==> config.mk <==
export PLATFORM = sky130hd
export DESIGN_NAME = rj_mem_ctrl
export DESIGN_NICKNAME = d
export VERILOG_FILES = /design/src/rtl/rj_mem_ctrl.sv
export SDC_FILE = /design/constraint.sdc
export NUM_CORES = 1
export LEC_CHECK = 0
export CORE_UTILIZATION = 38
export CTS_BUF_LIST = sky130_fd_sc_hd__clkbuf_4
export DETAILED_ROUTE_END_ITERATION = 8
export PLACE_DENSITY = 0.74
export SKIP_CTS_REPAIR_TIMING = 1
export SYNTH_ARGS = -nofsm -noshare
export SYNTH_HDL_FRONTEND = slang
export SYNTH_SLANG_ARGS = --single-unit
export TNS_END_PERCENT = 1
==> constraint.sdc <==
create_clock -name clk -period 1.3 [get_ports clk]
set_input_delay 0.26 -clock clk [delete_from_list [all_inputs] [get_ports clk]]
set_output_delay 0.26 -clock clk [all_outputs]
set_load 0.05 [all_outputs]
==> src/rtl/rj_mem_ctrl.sv <==
// rj_mem_ctrl: four-phase initiator driving the MSDAP 16x16 memory (read, write, clear-all).
// Define RJ_MEMCTRL_TIMEOUT_EN to abort a REQ/REL wait after TIMEOUT_CYC cycles.
module rj_mem_ctrl #(
   parameter int ADDR_W      = 4,
   parameter int DATA_W      = 16,
   parameter int TIMEOUT_CYC = 15
) (
   input  logic              clk,
   input  logic              rst,
   input  logic              cmd_valid,
   output logic              cmd_ready,
   input  logic [1:0]        cmd_op,
   input  logic [ADDR_W-1:0] cmd_addr,
   input  logic [DATA_W-1:0] cmd_wdata,
   output logic              rsp_valid,
   output logic [DATA_W-1:0] rsp_data,
   output logic              op_done,
   output logic              op_err,
   output logic              mem_start,
   output logic              mem_en,
   output logic              mem_wr,
   output logic              mem_cntrl_rst,
   output logic [ADDR_W-1:0] mem_wr_Addr,
   output logic [ADDR_W-1:0] mem_rd_Addr,
   output logic [DATA_W-1:0] mem_data_In,
   input  logic              mem_w_Done,
   input  logic              mem_data_Valid,
   input  logic [DATA_W-1:0] mem_data_Out
);
   localparam logic [1:0] INIT = 2'd0, IDLE = 2'd1, REQ = 2'd2, REL = 2'd3;
   localparam logic [1:0] OP_RD = 2'b00, OP_WR = 2'b01, OP_CLR = 2'b10, OP_RSV = 2'b11;
   localparam logic [ADDR_W-1:0] LAST = '1;
   logic [1:0]        state, op;
   logic [ADDR_W-1:0] addr;
   logic [DATA_W-1:0] wdata;
   logic              ack, quiet, expired;
   assign ack         = (op == OP_RD) ? mem_data_Valid : mem_w_Done;
   assign quiet       = !mem_w_Done && !mem_data_Valid;
   // the latched address doubles as the clear-all word counter
   assign mem_wr_Addr = addr;
   assign mem_rd_Addr = addr;
   assign mem_data_In = wdata;
`ifdef RJ_MEMCTRL_TIMEOUT_EN
   localparam int TW = $clog2(TIMEOUT_CYC + 1);
   logic [TW-1:0] tcnt;
   logic          waiting;
   assign waiting = (state == REQ && !ack) || (state == REL && !quiet);
   assign expired = waiting && tcnt == TW'(TIMEOUT_CYC - 1);
   always_ff @(posedge clk)
      tcnt <= (rst || !waiting) ? '0 : tcnt + 1'b1;
`else
   logic unused_timeout;
   assign unused_timeout = ^TIMEOUT_CYC;
   assign expired        = 1'b0;
`endif
   always_ff @(posedge clk) begin
      if (rst) begin
         state         <= INIT;
         op            <= OP_RD;
         addr          <= '0;
         wdata         <= '0;
         cmd_ready     <= 1'b0;
         rsp_valid     <= 1'b0;
         rsp_data      <= '0;
         op_done       <= 1'b0;
         op_err        <= 1'b0;
         mem_start     <= 1'b0;
         mem_en        <= 1'b0;
         mem_wr        <= 1'b0;
         mem_cntrl_rst <= 1'b0;
      end else begin
         mem_start <= 1'b0;
         rsp_valid <= 1'b0;
         op_done   <= 1'b0;
         op_err    <= 1'b0;
         case (state)
            INIT: if (mem_start) begin
               state     <= IDLE;
               cmd_ready <= 1'b1;
            end else mem_start <= 1'b1;
            IDLE: if (cmd_valid) begin
               op      <= cmd_op;
               addr    <= (cmd_op == OP_CLR) ? '0 : cmd_addr;
               wdata   <= cmd_wdata;
               op_err  <= cmd_op == OP_RSV;
               op_done <= cmd_op == OP_RSV;
               if (cmd_op != OP_RSV) begin
                  state         <= REQ;
                  cmd_ready     <= 1'b0;
                  mem_en        <= 1'b1;
                  mem_wr        <= cmd_op == OP_WR;
                  mem_cntrl_rst <= cmd_op == OP_CLR;
               end
            end
            REQ: if (ack) begin
               state         <= REL;
               mem_en        <= 1'b0;
               mem_wr        <= 1'b0;
               mem_cntrl_rst <= 1'b0;
               rsp_valid     <= op == OP_RD;
               if (op == OP_RD) rsp_data <= mem_data_Out;
            end else if (expired) begin
               state         <= INIT;
               mem_en        <= 1'b0;
               mem_wr        <= 1'b0;
               mem_cntrl_rst <= 1'b0;
               op_err        <= 1'b1;
               op_done       <= 1'b1;
            end
            REL: if (quiet) begin
               if (op == OP_CLR && addr != LAST) begin
                  addr          <= addr + 1'b1;
                  state         <= REQ;
                  mem_en        <= 1'b1;
                  mem_cntrl_rst <= 1'b1;
               end else begin
                  state     <= IDLE;
                  cmd_ready <= 1'b1;
                  op_done   <= 1'b1;
               end
            end else if (expired) begin
               state   <= INIT;
               op_err  <= 1'b1;
               op_done <= 1'b1;
            end
         endcase
      end
   end
endmodule

==> implementation parameters, run 1 <==
Parameter                              Value

Status
  Run status    finished with violations
  Violated checks    setup timing

Clocking
  Clock tree from TritonCTS    built
  Clock sinks    48
  Clock input transition at the sequential cells of the worst setup and hold paths    0.15 ns
  Total CTS buffers    5
  Clock root buffer    clkbuf_4
  Worst-Skew Late Latency    0.37 ns
  Clock Path Buffers    2
  Level count of the clock H-tree    2

Yosys
  FF+latch count, synth    48
  Primary flip-flop cell chosen by synthesis mapping    dfxtp_1
  Netlist Area Pre-Place    2000 µm²
  Mapped Nets    between 200 and 300
  Synthesis Warnings    0
  Post-synth EDFFs    0
  Sequential area share after synthesis    around 48%
  Synthesized area per cell    8.28 µm²
  Distinct cell type count of the synthesized netlist    49
  Async set-reset flop share out of synthesis    0%
  Synthesized instance count    241

Die
  Vertical extent of the die    between 70 and 80 µm
  X dimension of the die    approximately 74 µm
  Ports placed on the boundary    91
  Initial core utilization    39.3%
  Number of core rows    26
  Core ar.    slightly above 5000 µm²
  Die area    roughly 5500 µm²

Drt
  Remaining antenna violation count    0
  Initial DRC Count    70
  Total length of routed wires    5700 µm
  Via density    4.92
  Drt wl/cell    between 10 and 15 µm
  First-pass DRT Iterations    4
  Count of vias placed by the detailed router    a little over 2000
  Post-route DRC    0

STA
  Final cycle utilization of the critical path    111%
  Final setup violation count    24
  Slew at the pin closest to its max-slew limit    ~0.31 ns
  Number of hold-slack violations in the final timing report    0
  Number of slew-limit violations in the final report    0
  Setup ws final    -0.146 ns
  Setup repair after global routing missed its margin    yes
  Max-slew headroom    79.4%
  Maximum clock skew at final layout    about 0.01 ns
  Maximum operating frequency    692 MHz
  Final critical-path required period    about 1.4 ns

Min path
  HP Class    in -> reg
  Worst hold start    cmd_wdata[0]
  End point of the most critical hold path    mem_data_In[0]
  Hold Path Depth    3

Finish
  Fin nets    390
  Total non-filler cell area in the finished layout    3770 µm²
  Share of cells above drive strength 1    33.1%
  Most common cell after layout, fill and taps aside    nand2_1
  Synthesis-to-layout area growth    89.2%
  Number of inserted diodes    0
  Highest-count cells in the layout ignoring fill and taps    nand2_1 (74), buf_12 (50), clkdlybuf4s50_1 (41)

Placement
  Post-placement worst setup slack    -0.603 ns
  HPWL reported at the end of detailed placement    around 4300 µm
  Instance area at placement    3590 µm²
  Port-buffer cells    90
  Final estimated routing congestion in global placement    0.847

Power
  PD cells    1610 nW/µm²
  Largest voltage drop on the vdd net    1250 µV
  PnR Total Power    roughly 6000 µW
  Leakage power figure    ~0.0014 µW

Critical path
  Source of the worst register-to-register timing path    op[0]
  Critical Path Fanout Max    16
  Chain of cells forming the critical path    or3b_4, buf_4, nor2_4, buf_12, nand2_1, a21oi_2
  Max stage delay on crit path    0.42 ns
  Worst path arrival time    1.75 ns
  Sort of element at the start of the critical path    flop
  Worst Path Class, Setup    reg -> reg
  Start point of the critical path    op[0]
  Flop-to-flop setup slack    -0.15 ns
  Required time worst endpoint    1.60 ns
  Register-to-Register Path Depth    6
  Capture instance of the worst register-to-register path    rsp_data[1]
  CP Capture Type    flop
  Slowest-stage cell, CP    or3b_4

Global route
  GRT overflow    0
  Pin count of the biggest net entering global routing    27
  Vias in the first global route    just over 2000
  Total global-route track usage    a little over a fifth
  Wire length of the first global-routing pass    9030 µm
  Antenna violations before repair    0

Job
  Max-capacitance violation count    0
==> synth_stat cells (2+ instances only) <==
master	count	share of area [%]
inv_1	4	0.75
nor2b_1	2	0.63
clkbuf_1	5	0.94
dfxtp_1	48	48
and2_1	2	0.63
o221ai_1	2	0.88
nand2b_1	2	0.63
buf_2	5	1.3
nand3_1	3	0.75
nand2_1	74	14
a21oi_1	39	9.8
nor2_1	8	1.5
a211oi_1	4	1.5
a22oi_1	2	0.75
buf_4	5	1.9
o21ai_0	3	0.75
==> cell type report <==
cell class	instances	area [µm²]
Timing Repair Buffer	116	1630
Fill cell	386	1300
Sequential cell	48	978
Multi-Input combinational cell	171	978
Tap cell	70	87.6
Clock inverter	3	47.5
Clock buffer	5	37.5
Inverter	4	15.0
==> where the power goes <==
| group | internal [µW] | total (µW) | switching, µW |
|---|---|---|---|
| Combinational | 1560 | 3180 | 1620 |
| Sequential | 1720 | 1970 | 248 |
| Clock | 412 | 923 | 510 |
==> layer usage <==
metal / track usage [%] / part of all wire (%) / vias to the layer above
met3: 7.32 / 7.0 / 10
li1: - / - / 1022
met1: 23.6 / 40 / 941
met2: 37.2 / 52 / 80
met5: 0 / 0 / -
met4: 8.81 / 1.9 / 0
==> flip-flops by register name, indices dropped and copies added (netlist names) <==
signal	flops
mem_rd_Addr	4
mem_data_In	16
rsp_valid	1
cmd_ready	1
op_done	1
state	2
mem_cntrl_rst	1
mem_start	1
rsp_data	16
mem_en	1
mem_wr	1
op	2
op_err	1
==> kinds of logic (layout without fill, tap and decap cells) <==
family | count (synthesis) | after routing | synth area share, %
AOI/OAI and AO/OA | 62 | 62 | 20.1
xor gates and xnor gates | 1 | 1 | 0.439
adders and majority gates | 1 | 1 | 0.627
buffers and inverters | 22 | 128 | 6.33
DFF | 48 | 48 | 48.2
and+or+nand+nor | 107 | 107 | 24.3
==> through the flow <==
step / hold WS [ns] / instances / setup TNS, ns / util (%)
2_1_floorplan: 0.396 / 241 / -1.67 / -
3_3_place_gp: 0.472 / 408 / -18.25 / 70.8
3_5_place_dp: 0.478 / 408 / -19.09 / 70.8
4_1_cts: 0.404 / 416 / -4.01 / 72.4
5_1_grt: 0.412 / 417 / -4.78 / 74.4
6_report: 0.422 / 417 / -2.47 / 74.4
==> how the worst max path moves through the flow <==
stage / endpoint / depth (start not counted)
finish: rsp_data[1] / 6
global route: rsp_data[1] / 5
CTS: mem_cntrl_rst / 5
detailed placement: mem_cntrl_rst / 5
global placement: mem_cntrl_rst / 5
floorplan: rsp_data[0] / 6
==> worst max-delay path, delay by kind of cell, from the launching register on <==
kind / cells / cell delay (ns)
buf+inv: 2 / 0.31
flops: 1 / 0.36
simple gates: 3 / 0.59
compound gates: 1 / 0.12
No activity file was read; power rests on OpenSTA's default activity.
==> inputs of run 2 (changes only) <==
--- a/config.mk
+++ b/config.mk
@@ -8,7 +8,7 @@
 export CORE_UTILIZATION = 38
 export CTS_BUF_LIST = sky130_fd_sc_hd__clkbuf_4
 export DETAILED_ROUTE_END_ITERATION = 8
-export PLACE_DENSITY = 0.74
+export PLACE_DENSITY = 0.77
 export SKIP_CTS_REPAIR_TIMING = 1
 export SYNTH_ARGS = -nofsm -noshare
 export SYNTH_HDL_FRONTEND = slang
==> run 2 against run 1 <==
The flow still finishes with violations (setup timing); register-to-register slack worse by 0.03 ns; combinational power is 2% higher; worst setup slack worse by 0.031 ns; cell count increased by 0.72%; clock power down 2%; flip-flop and latch count unchanged; cell area rose by 1.0%; sequential share of layout area is 0.33 points lower; wire length grew 2.0%; first-iteration DRC count is 7.1% lower; critical path depth is 2 lower; highest routed layer unchanged.
==> implementation parameters, run 2 (synthesis gave the netlist of run 1 again) <==
Parameter                              Value

Die
  Die area    5550 µm² (unchanged)
  Initial core utilization    39.3% (unchanged)
  X dimension of the die    74.5 µm (unchanged)
  Core ar.    5070 µm² (unchanged)
  Number of core rows    26 (unchanged)
  Ports placed on the boundary    91 (unchanged)
  Vertical extent of the die    74.5 µm (unchanged)

Finish
  Total non-filler cell area in the finished layout    3810 µm² (+1.0%)
  Share of cells above drive strength 1    34.0% (+0.86 points)
  Fin nets    393 (+0.77%)
  Highest-count cells in the layout ignoring fill and taps    nand2_1 (73), buf_12 (50), clkdlybuf4s50_1 (41)
  Most common cell after layout, fill and taps aside    nand2_1
  Final core utilization    75.1% (+0.76 points)
  Synthesis-to-layout area growth    91.1%
  Number of inserted diodes    0 (unchanged)

STA
  Setup ws final    -0.177 ns (-0.0311 ns)
  Maximum operating frequency    677 MHz (-2.1%)
  Number of hold-slack violations in the final timing report    0 (unchanged)
  Max-slew headroom    78.5% (-0.90 points)
  Setup repair after global routing missed its margin    yes
  Summed negative setup slack over all endpoints    -2.00 ns (+0.469 ns)
  Final critical-path required period    1.48 ns (+0.0311 ns)
  Number of slew-limit violations in the final report    0 (unchanged)
  Final setup violation count    23 (-4.2%)
  Slew at the pin closest to its max-slew limit    0.322 ns (+0.0128 ns)
  Maximum clock skew at final layout    0.00592 ns (-0.00431 ns)
  Final cycle utilization of the critical path    114% (+2.4 points)

Critical path
  Register-to-Register Path Depth    4 (-2)
  Chain of cells forming the critical path    or3b_4, a31oi_4, o2111ai_4, a221oi_2
  Sort of element at the start of the critical path    flop
  Max stage delay on crit path    0.41 ns (about the same)
  Required time worst endpoint    1.58 ns (-0.02 ns)
  Slowest-stage cell, CP    or3b_4
  Worst Path Class, Setup    reg -> reg
  Source of the worst register-to-register timing path    state[1]
  Flop-to-flop setup slack    -0.18 ns (-0.03 ns)
  CP Capture Type    flop
  Cell family with most CP delay    compound AO/OA/AOI/OAI gates
  Critical path buffer and inverter count    0 (-2)
  Capture instance of the worst register-to-register path    mem_cntrl_rst
  Worst path arrival time    1.75 ns (about the same)
  Critical Path Fanout Max    3 (-13)

Status
  Violated checks    setup timing
  Run status    finished with violations

Min path
  Worst hold start    mem_data_Out[5]
  HP Class    in -> reg
  Hold Path Depth    3 (unchanged)
  End point of the most critical hold path    rsp_data[5]

Drt
  Initial DRC Count    65 (-7.1%)
  Remaining antenna violation count    0 (unchanged)
  Via density    4.88 (-0.91%)
  Post-route DRC    0 (unchanged)
  Count of vias placed by the detailed router    2049 (-0.19%)
  Total length of routed wires    5810 µm (+2.0%)
  First-pass DRT Iterations    4 (unchanged)
  Drt wl/cell    13.8 µm (+1.3%)

Global route
  Met1 usage in global routing    25.5% (+1.9 points)
  Pin count of the biggest net entering global routing    25 (-7.4%)
  Wire length of the first global-routing pass    8990 µm (-0.47%)
  Total global-route track usage    21.3% (+0.030 points)
  Vias in the first global route    1980 (-3.8%)
  GRT overflow    0 (unchanged)
  Routing usage on met3    5.42% (-1.9 points)
  Global routing met2 resource utilization    36.5% (-0.70 points)
  Grt peak-use layer    met2
  Antenna violations before repair    0 (unchanged)

Power
  Power share of the sequential group    32.2% (-0.2 points)
  Leakage power figure    0.00146 µW (+1.6%)
  Total internal power    3720 µW (+0.68%)
  Switching Share    39.3% (+0.073 points)
  Power dissipated by switching net loads    2410 µW (+0.99%)
  Largest voltage drop on the vdd net    1270 µV (+1.8%)
  Part of the total power dissipated in the clock network    14.8% (-0.4 points)
  Portion of total power attributed to combinational logic    53.1% (+0.7 points)
  PnR Total Power    6130 µW (+0.80%)
  PD cells    1610 nW/µm² (-0.23%)

Job
  Max-capacitance violation count    0 (unchanged)

Clocking
  Clock root buffer    clkbuf_4
  Total CTS buffers    5 (unchanged)
  Clock sinks    48 (unchanged)
  Level count of the clock H-tree    2 (unchanged)
  Worst-Skew Late Latency    0.36 ns (about the same)
  Clock tree from TritonCTS    built
  Clock input transition at the sequential cells of the worst setup and hold paths    0.14 ns (about the same)
  Clock Path Buffers    2 (unchanged)

Placement
  Final estimated routing congestion in global placement    0.879 (+3.7%)
  Port-buffer cells    90 (unchanged)
  Post-placement worst setup slack    -0.633 ns (-0.0306 ns)
  Instance area at placement    3610 µm² (+0.42%)
  HPWL reported at the end of detailed placement    4420 µm (+2.8%)
==> run 2: changes by cell type in the layout (fill, tap and decap cells not counted), sizes merged <==
| cell | change |
|---|---|
| buf | +3 |
==> run 2: how the worst max path moves through the flow <==
stage,cells past startpoint,startpoint,endpoint
floorplan,6,op[1],rsp_data[0]
global placement,6,mem_data_Valid,rsp_data[4]
detailed placement,5,mem_data_Valid,mem_cntrl_rst
CTS,5,mem_data_Valid,mem_cntrl_rst
global route,5,mem_rd_Addr[0],mem_rd_Addr[2]
finish,4,state[1],mem_cntrl_rst
==> run 2: area by class of cell <==
| type | instances | area [µm²] |
|---|---|---|
| tap | 70 | 87.6 |
| timing repair buffer | 119 | 1650 |
| fill | 371 | 1260 |
| multi-input combinational | 171 | 1000 |
| clock buffer | 5 | 37.5 |
| sequential | 48 | 976 |
| inverter | 4 | 15.0 |
| clock inverter | 3 | 47.5 |
==> run 2: per-stage QoR <==
stage	hold WS, ns	instances
global placement	0.478	410
floorplan	0.396	241
finish	0.426	420
detailed placement	0.488	410
CTS	0.401	418
global route	0.414	420
==> run 2: routing by layer <==
layer  vias to the layer above  routed length, µm
met5                         -                  0
met4                         0                 91
met3                         7                309
met2                        64               2990
met1                       953               2420
li1                       1025                  -
==> run 2: power by group through the flow <==
stage | clock network [µW] | registers [µW] | logic [µW]
final | 904 | 1970 | 3250
after global routing | 981 | 2000 | 3430
after CTS | 935 | 1950 | 3080
after detailed placement | 0 | 1990 | 3070
after global placement | 0 | 1980 | 3020
after floorplan | 0 | 2590 | 977
==> run 2: worst min-delay path, cell delays in order <==
cell,delay [ns]
clkdlybuf4s50_1,0.39
nand2_1,0.05
a21oi_1,0.05
